### src/rtl/aud_ctrl_pkg.sv
// Shared types for the audio transport controller: FSM state encoding
// and the slot base-address helper.
// Imported by aud_transport_ctrl; the state values are visible on o_state.
package aud_ctrl_pkg;

   typedef enum logic [2:0] {
      S_IDLE       = 3'd0,
      S_I2C        = 3'd1,
      S_RECD       = 3'd2,
      S_RECD_PAUSE = 3'd3,
      S_PLAY       = 3'd4,
      S_PLAY_PAUSE = 3'd5,
      S_LOOP       = 3'd6
   } state_t;

   // Word address of the first word of a slot. Slots are equal
   // power-of-two regions, so the slot index simply sits above the offset
   // bits; this is a placement, never an addition that could carry.
   function automatic logic [31:0] slot_base(input logic [3:0] slot,
                                             input int unsigned off_w);
      return {28'd0, slot} << off_w;
   endfunction

endpackage

### src/rtl/aud_key_edge.sv
// Key rising-edge detector: registers the key level once and flags the
// cycle in which the level is high but was low on the previous clock.
// Ports: clk, rst (async, active high), key (level), key_edge (1-cycle pulse).
module aud_key_edge (
   input  logic clk,
   input  logic rst,
   input  logic key,
   output logic key_edge
);

   logic key_d;

   always_ff @(posedge clk or posedge rst) begin
      if (rst) begin
         key_d <= 1'b0;
      end else begin
         key_d <= key;
      end
   end

   // A held key produces exactly one pulse, on its first high cycle.
   assign key_edge = key & ~key_d;

endmodule

### src/rtl/aud_transport_ctrl.sv
// Audio transport controller: codec init sequencing, then a record/play/
// pause/stop FSM over NUM_SLOTS equal SRAM slots with per-slot end offsets.
// Ports: i_clk/i_rst, key levels (i_key_*), slot/loop select, completion
// flags from I2C/recorder/DSP, offsets in; recorder/DSP control levels,
// SRAM address/we_n, slot-valid map and o_state out.
// Optional feature: define AUD_LOOP_EN to enable looped playback (S_LOOP).
module aud_transport_ctrl
   import aud_ctrl_pkg::*;
#(
   parameter int ADDR_W    = 20,
   parameter int NUM_SLOTS = 4,
   parameter int SLOT_W    = (NUM_SLOTS > 1) ? $clog2(NUM_SLOTS) : 1,
   parameter int I2C_HOLD  = 2048
) (
   input  logic                     i_clk,
   input  logic                     i_rst,
   input  logic                     i_key_rec,
   input  logic                     i_key_play,
   input  logic                     i_key_stop,
   input  logic [SLOT_W-1:0]        i_slot,
   input  logic                     i_loop,
   input  logic                     i_i2c_fin,
   input  logic                     i_rec_fin,
   input  logic                     i_play_fin,
   input  logic [ADDR_W-SLOT_W-1:0] i_rec_off,
   input  logic [ADDR_W-SLOT_W-1:0] i_play_off,
   output logic                     o_i2c_start,
   output logic                     o_rec_start,
   output logic                     o_rec_pause,
   output logic                     o_rec_stop,
   output logic                     o_dsp_start,
   output logic                     o_dsp_pause,
   output logic                     o_dsp_stop,
   output logic                     o_play_en,
   output logic [ADDR_W-SLOT_W-1:0] o_stop_off,
   output logic [ADDR_W-1:0]        o_sram_addr,
   output logic                     o_sram_we_n,
   output logic [NUM_SLOTS-1:0]     o_slot_valid,
   output logic [2:0]               o_state
);

   localparam int OFF_W = ADDR_W - SLOT_W;
   localparam int CNT_W = $clog2(I2C_HOLD) + 1;
   localparam logic [CNT_W-1:0] HOLD_MAX = CNT_W'(I2C_HOLD - 1);

   state_t              state;
   logic [CNT_W-1:0]    hold_cnt;
   logic [SLOT_W-1:0]   active_slot;
   logic [SLOT_W-1:0]   slot_sel;
   logic [OFF_W-1:0]    end_off [NUM_SLOTS];
   logic [OFF_W-1:0]    off_sel;

   logic rec_edge, play_edge, stop_edge;
   logic stop_ev, rec_ev, play_ev;

   aud_key_edge u_key_rec (
      .clk      (i_clk),
      .rst      (i_rst),
      .key      (i_key_rec),
      .key_edge (rec_edge)
   );

   aud_key_edge u_key_play (
      .clk      (i_clk),
      .rst      (i_rst),
      .key      (i_key_play),
      .key_edge (play_edge)
   );

   aud_key_edge u_key_stop (
      .clk      (i_clk),
      .rst      (i_rst),
      .key      (i_key_stop),
      .key_edge (stop_edge)
   );

   // Coincident edges collapse to one event, stop > rec > play. A lower
   // priority edge is swallowed even if the winner has no effect in the
   // current state, so a sloppy multi-key press never does two things.
   assign stop_ev = stop_edge;
   assign rec_ev  = rec_edge & ~stop_edge;
   assign play_ev = play_edge & ~stop_edge & ~rec_edge;

   // A single-slot build has a 1-bit index that must always read slot 0.
   assign slot_sel = (NUM_SLOTS == 1) ? '0 : i_slot;

`ifndef AUD_LOOP_EN
   logic unused_loop;
   assign unused_loop = i_loop;
`endif

   always_ff @(posedge i_clk or posedge i_rst) begin
      if (i_rst) begin
         state        <= S_I2C;
         hold_cnt     <= '0;
         active_slot  <= '0;
         o_slot_valid <= '0;
         o_i2c_start  <= 1'b0;
         o_rec_start  <= 1'b0;
         o_rec_pause  <= 1'b0;
         o_rec_stop   <= 1'b0;
         o_dsp_start  <= 1'b0;
         o_dsp_pause  <= 1'b0;
         o_dsp_stop   <= 1'b0;
         o_play_en    <= 1'b0;
         for (int i = 0; i < NUM_SLOTS; i++) begin
            end_off[i] <= '0;
         end
      end else begin
         case (state)
            S_I2C: begin
               // Keys are deliberately not looked at until the codec is up.
               if (i_i2c_fin) begin
                  state       <= S_IDLE;
                  o_i2c_start <= 1'b0;
               end else if (hold_cnt < HOLD_MAX) begin
                  hold_cnt    <= hold_cnt + 1'b1;
                  o_i2c_start <= 1'b1;
               end else begin
                  o_i2c_start <= 1'b0;
               end
            end

            S_IDLE: begin
               if (rec_ev) begin
                  active_slot <= slot_sel;
                  state       <= S_RECD;
                  o_rec_start <= 1'b1;
                  o_rec_stop  <= 1'b0;
                  o_dsp_stop  <= 1'b0;
               end else if (play_ev && o_slot_valid[slot_sel]) begin
                  active_slot <= slot_sel;
                  state       <= S_PLAY;
                  o_dsp_start <= 1'b1;
                  o_play_en   <= 1'b1;
                  o_dsp_stop  <= 1'b0;
               end
            end

            S_RECD: begin
               if (stop_ev || i_rec_fin) begin
                  state                 <= S_IDLE;
                  o_rec_stop            <= 1'b1;
                  o_rec_start           <= 1'b0;
                  end_off[active_slot]  <= i_rec_off;
                  o_slot_valid[active_slot] <= 1'b1;
               end else if (rec_ev) begin
                  state       <= S_RECD_PAUSE;
                  o_rec_pause <= 1'b1;
                  o_rec_start <= 1'b0;
               end
            end

            S_RECD_PAUSE: begin
               // The recorder's position is frozen while paused, so its
               // offset is still the correct end of the recording.
               if (stop_ev) begin
                  state                 <= S_IDLE;
                  o_rec_stop            <= 1'b1;
                  o_rec_pause           <= 1'b0;
                  end_off[active_slot]  <= i_rec_off;
                  o_slot_valid[active_slot] <= 1'b1;
               end else if (rec_ev) begin
                  state       <= S_RECD;
                  o_rec_start <= 1'b1;
                  o_rec_pause <= 1'b0;
               end
            end

            S_PLAY: begin
               if (stop_ev) begin
                  state       <= S_IDLE;
                  o_dsp_stop  <= 1'b1;
                  o_dsp_start <= 1'b0;
                  o_play_en   <= 1'b0;
               end else if (i_play_fin) begin
`ifdef AUD_LOOP_EN
                  if (i_loop) begin
                     // Restart the DSP without dropping the player enable.
                     state       <= S_LOOP;
                     o_dsp_stop  <= 1'b1;
                     o_dsp_start <= 1'b0;
                  end else begin
                     state       <= S_IDLE;
                     o_dsp_stop  <= 1'b1;
                     o_dsp_start <= 1'b0;
                     o_play_en   <= 1'b0;
                  end
`else
                  state       <= S_IDLE;
                  o_dsp_stop  <= 1'b1;
                  o_dsp_start <= 1'b0;
                  o_play_en   <= 1'b0;
`endif
               end else if (play_ev) begin
                  state       <= S_PLAY_PAUSE;
                  o_dsp_pause <= 1'b1;
                  o_dsp_start <= 1'b0;
                  o_play_en   <= 1'b0;
               end
            end

            S_PLAY_PAUSE: begin
               if (stop_ev) begin
                  state       <= S_IDLE;
                  o_dsp_stop  <= 1'b1;
                  o_dsp_pause <= 1'b0;
               end else if (play_ev) begin
                  state       <= S_PLAY;
                  o_dsp_start <= 1'b1;
                  o_play_en   <= 1'b1;
                  o_dsp_pause <= 1'b0;
               end
            end

`ifdef AUD_LOOP_EN
            S_LOOP: begin
               if (stop_ev) begin
                  state       <= S_IDLE;
                  o_dsp_stop  <= 1'b1;
                  o_dsp_start <= 1'b0;
                  o_play_en   <= 1'b0;
               end else begin
                  state       <= S_PLAY;
                  o_dsp_start <= 1'b1;
                  o_dsp_stop  <= 1'b0;
               end
            end
`endif

            default: begin
               state <= S_IDLE;
            end
         endcase
      end
   end

   // The recorder owns the bus while a recording is open (even paused);
   // the DSP owns it otherwise.
   assign off_sel = (state == S_RECD || state == S_RECD_PAUSE) ? i_rec_off
                                                                : i_play_off;

   assign o_sram_addr = ADDR_W'(slot_base(4'(active_slot), OFF_W))
                      | ADDR_W'(off_sel);
   assign o_stop_off  = end_off[active_slot];
   assign o_sram_we_n = (state != S_RECD);
   assign o_state     = state;

endmodule

### config.mk
export PLATFORM = sky130hd
export DESIGN_NAME = aud_transport_ctrl
export DESIGN_NICKNAME = d
export VERILOG_FILES = /design/src/rtl/aud_ctrl_pkg.sv /design/src/rtl/aud_key_edge.sv /design/src/rtl/aud_transport_ctrl.sv
export SDC_FILE = /design/constraint.sdc
export NUM_CORES = 1
export LEC_CHECK = 0
export CORE_UTILIZATION = 47
export DETAILED_ROUTE_END_ITERATION = 10
export PLACE_DENSITY = 0.75
export SYNTH_ARGS = -nofsm -noshare
export SYNTH_HDL_FRONTEND = slang
export SYNTH_SLANG_ARGS = --single-unit
export TNS_END_PERCENT = 30
### constraint.sdc
create_clock -name i_clk -period 3.5 [get_ports i_clk]
set_input_delay 1.05 -clock i_clk [delete_from_list [all_inputs] [get_ports i_clk]]
set_output_delay 1.05 -clock i_clk [all_outputs]
set_load 0.05 [all_outputs]
==> results.cfg <==
[logic_synthesis]
async_flop_share_pct = 100.0
ys.warnings.count = 0
ys_ff_latch = 103
synth_top_area_share_pct = 51.22
seq_area_frac_synth_pct = 51.74
synthTopCellsByCount = dfrtp_1, mux2_2, mux2_1
avgSynthCellArea_um2 = 14.70
syn_area_um2 = 4984
yosysMostFrequentCell = dfrtp_1
synthTopCellsByArea = dfrtp_1, mux2_2, mux4_2, mux2_4, mux2_1
synth.largest_area_cell = dfrtp_1
synth_ff_type = dfrtp_1
synth-edff-count = 0
syn_inst = 339
post_synth_num_cell_types = 49
syn_nets = 387

[critical_path]
path_max_fanout = 22
worstSetupEndpointType = primary output
r2r_slack_ns = 1.24
crit_type = register to primary output
critPathRequiredTime_ns = 2.45
reg2reg_from = o_state[2]$_DFFE_PP0P_
crit_arrival_ns = 2.19
crit_path_start_kind = register
reg2reg_to = end_off[25]$_DFFE_PP0P_
r2r_cells = 6

[finish]
n_antenna_cell = 0
layout.nets = 491
final_area_um2 = 6492
drive_gt1_share_pct = 38.62
fillers = 783
syn2layout_area_growth_pct = 30.28
final_util_pct = 62.89
multi_input_area_um2 = 2250
regArea_um2 = 2580

[routing]
drt_pass1_iterations = 4
drc_errors = 0
via_count = 3221
drt_wl_total_mm = 10.29
route.antenna.remaining_nets = 0
drt-initial-drc-count = 109
via_per_inst = 5.515
avgRoutedWirePerCell_um = 17.63

[floorplan]
die_area_um2 = 11020
design.core.area_um2 = 10320
std_cell_rows = 37
io_pins = 101
die_h_um = 105.0
die_w_um = 105.0
initial_utilization_pct = 48.27

[place]
globalplace.congestion = 0.8398
placedInstanceArea_um2 = 6309
dpl.hpwl_mm = 7.259
post-place-ws_ns = 0.3555
io_buffers = 99

[min_path]
hold_path.class = register to register
holdPathEnd = hold_cnt[11]$_DFFE_PP0P_
hold_depth = 1
hp-start = hold_cnt[11]$_DFFE_PP0P_

[clock_tree]
clkLatencyLatePin_ns = 0.37
hold_buffers = 0
cts.clk_slew.worst_paths_ns = 0.10
cts_buffer_depth = 2
cts.sinks = 103
cts_buffers = 9
h-tree-depth = 3
ctsRootBufferMaster = clkbuf_8
cts_tree = built
cts_setup_buffers = 0
cts_resized = 0

[pwr]
cellLeakagePower_uw = 0.002818
ir_worst_vdd_v = 0.0005376
p_per_area_nw_per_um2 = 905.8

[global_routing]
overflow = 0
grt_usage_pct = 20.31
antenna_found_initial = 0
grt_pass1_vias = 3485
grt_pass1_wl_mm = 17.35
grt_start_max_net_pins = 47

[sta]
drv_slew = 0
setup_violations = 0
maxSlewHeadroom_pct = 50.15
period_share_pct = 92.62
rsz0062_at_grt = no
worst_pin_slew_ns = 0.7462
period_minus_slack_ns = 3.242
tns_ns = 0
worst_hold_slack_ns = 0.4724
fmax_mhz = 308.5
finClkSkew_ns = 0.01393
setup_slack_ns = 0.2584
hold_viol = 0

[status]
status = finished, final reports clean

[run]
drv_cap = 0
==> power breakdown <==
group / switching, µW / internal (µW) / total, µW
clock network: 445 / 275 / 719
logic: 1700 / 1430 / 3130
registers: 349 / 1680 / 2030
total: 2500 / 3390 / 5880
==> cells by family (layout without fill, tap and decap cells) <==
kind of cell / after synthesis / in the layout / share of synthesized area (%)
AOI/OAI and AO/OA: 35 / 35 / 5.072
xor gates and xnor gates: 6 / 6 / 1.054
adders and majority gates: 1 / 1 / 0.2510
buffers and inverters: 22 / 131 / 3.239
DFF: 103 / 103 / 51.75
muxes: 114 / 114 / 31.41
and+or+nand+nor: 58 / 58 / 7.231
==> routing by layer <==
layer	GRT usage [%]	up-vias	wire length [µm]
met1	25.85	1637	4418
met5	0	-	0
met2	34.01	106	5157
met4	5.936	0	157
met3	5.552	15	559
li1	-	1463	-
==> registers in the layout, indices dropped and copies added (netlist names) <==
signal	count
active_slot	2
end_off	72
hold_cnt	12
o_dsp_pause	1
o_dsp_stop	1
o_i2c_start	1
o_play_en	1
o_rec_pause	1
o_rec_start	1
o_rec_stop	1
o_slot_valid	4
o_state	3
u_key_play.key_d	1
u_key_rec.key_d	1
u_key_stop.key_d	1
==> worst max-delay path by stage <==
| stage | cells after the start | end | from | slack, ns |
|---|---|---|---|---|
| floorplan | 3 | o_stop_off[10] | active_slot[0]$_DFFE_PP0P_ | 0.51 |
| global placement | 6 | end_off[25]$_DFFE_PP0P_ | i_key_stop | 0.40 |
| detailed placement | 6 | end_off[25]$_DFFE_PP0P_ | i_key_stop | 0.36 |
| CTS | 3 | o_stop_off[12] | active_slot[0]$_DFFE_PP0P_ | 0.19 |
| global route | 3 | o_stop_off[12] | active_slot[0]$_DFFE_PP0P_ | 0.10 |
| finish | 3 | o_stop_off[12] | active_slot[0]$_DFFE_PP0P_ | 0.26 |
==> layout by cell type (no fill, tap or decap), types with 2 or more instances in the layout <==
cell type,n
dfrtp_1,101
clkdlybuf4s50_1,61
mux2_2,55
buf_4,27
buf_12,24
mux2_1,22
mux4_2,19
mux2_4,18
nand2b_1,11
nor2_1,9
a21oi_1,9
clkbuf_8,9
o21ai_0,8
nand2_1,7
nand3_1,6
xor2_1,5
nor2b_1,4
nor3_1,4
a31oi_1,4
inv_6,4
nand4_1,3
a211oi_1,3
and3_1,2
inv_1,2
nor3b_4,2
a21o_1,2
==> worst max-delay path: stages (launching register included) <==
cell and delay (ns):
dfrtp_2 0.85, buf_4 0.26, mux4_2 0.50, buf_4 0.20
==> per-stage QoR <==
step | power [µW] | cells
3_5_place_dp | 5209 | 568
4_1_cts | 5933 | 584
5_1_grt | 6160 | 584
2_1_floorplan | 4168 | 339
3_3_place_gp | 5124 | 568
6_report | 5881 | 584
==> cell type report <==
cell class	instances	share of cell area [%]
flip-flops and latches	103	39.74
multi-input cells	214	34.65
repair buffers	112	19.93
well taps	136	2.621
clock buffers	9	1.908
clock inverters	7	0.9250
inverters	3	0.2313
No activity file was read; power rests on OpenSTA's default activity.
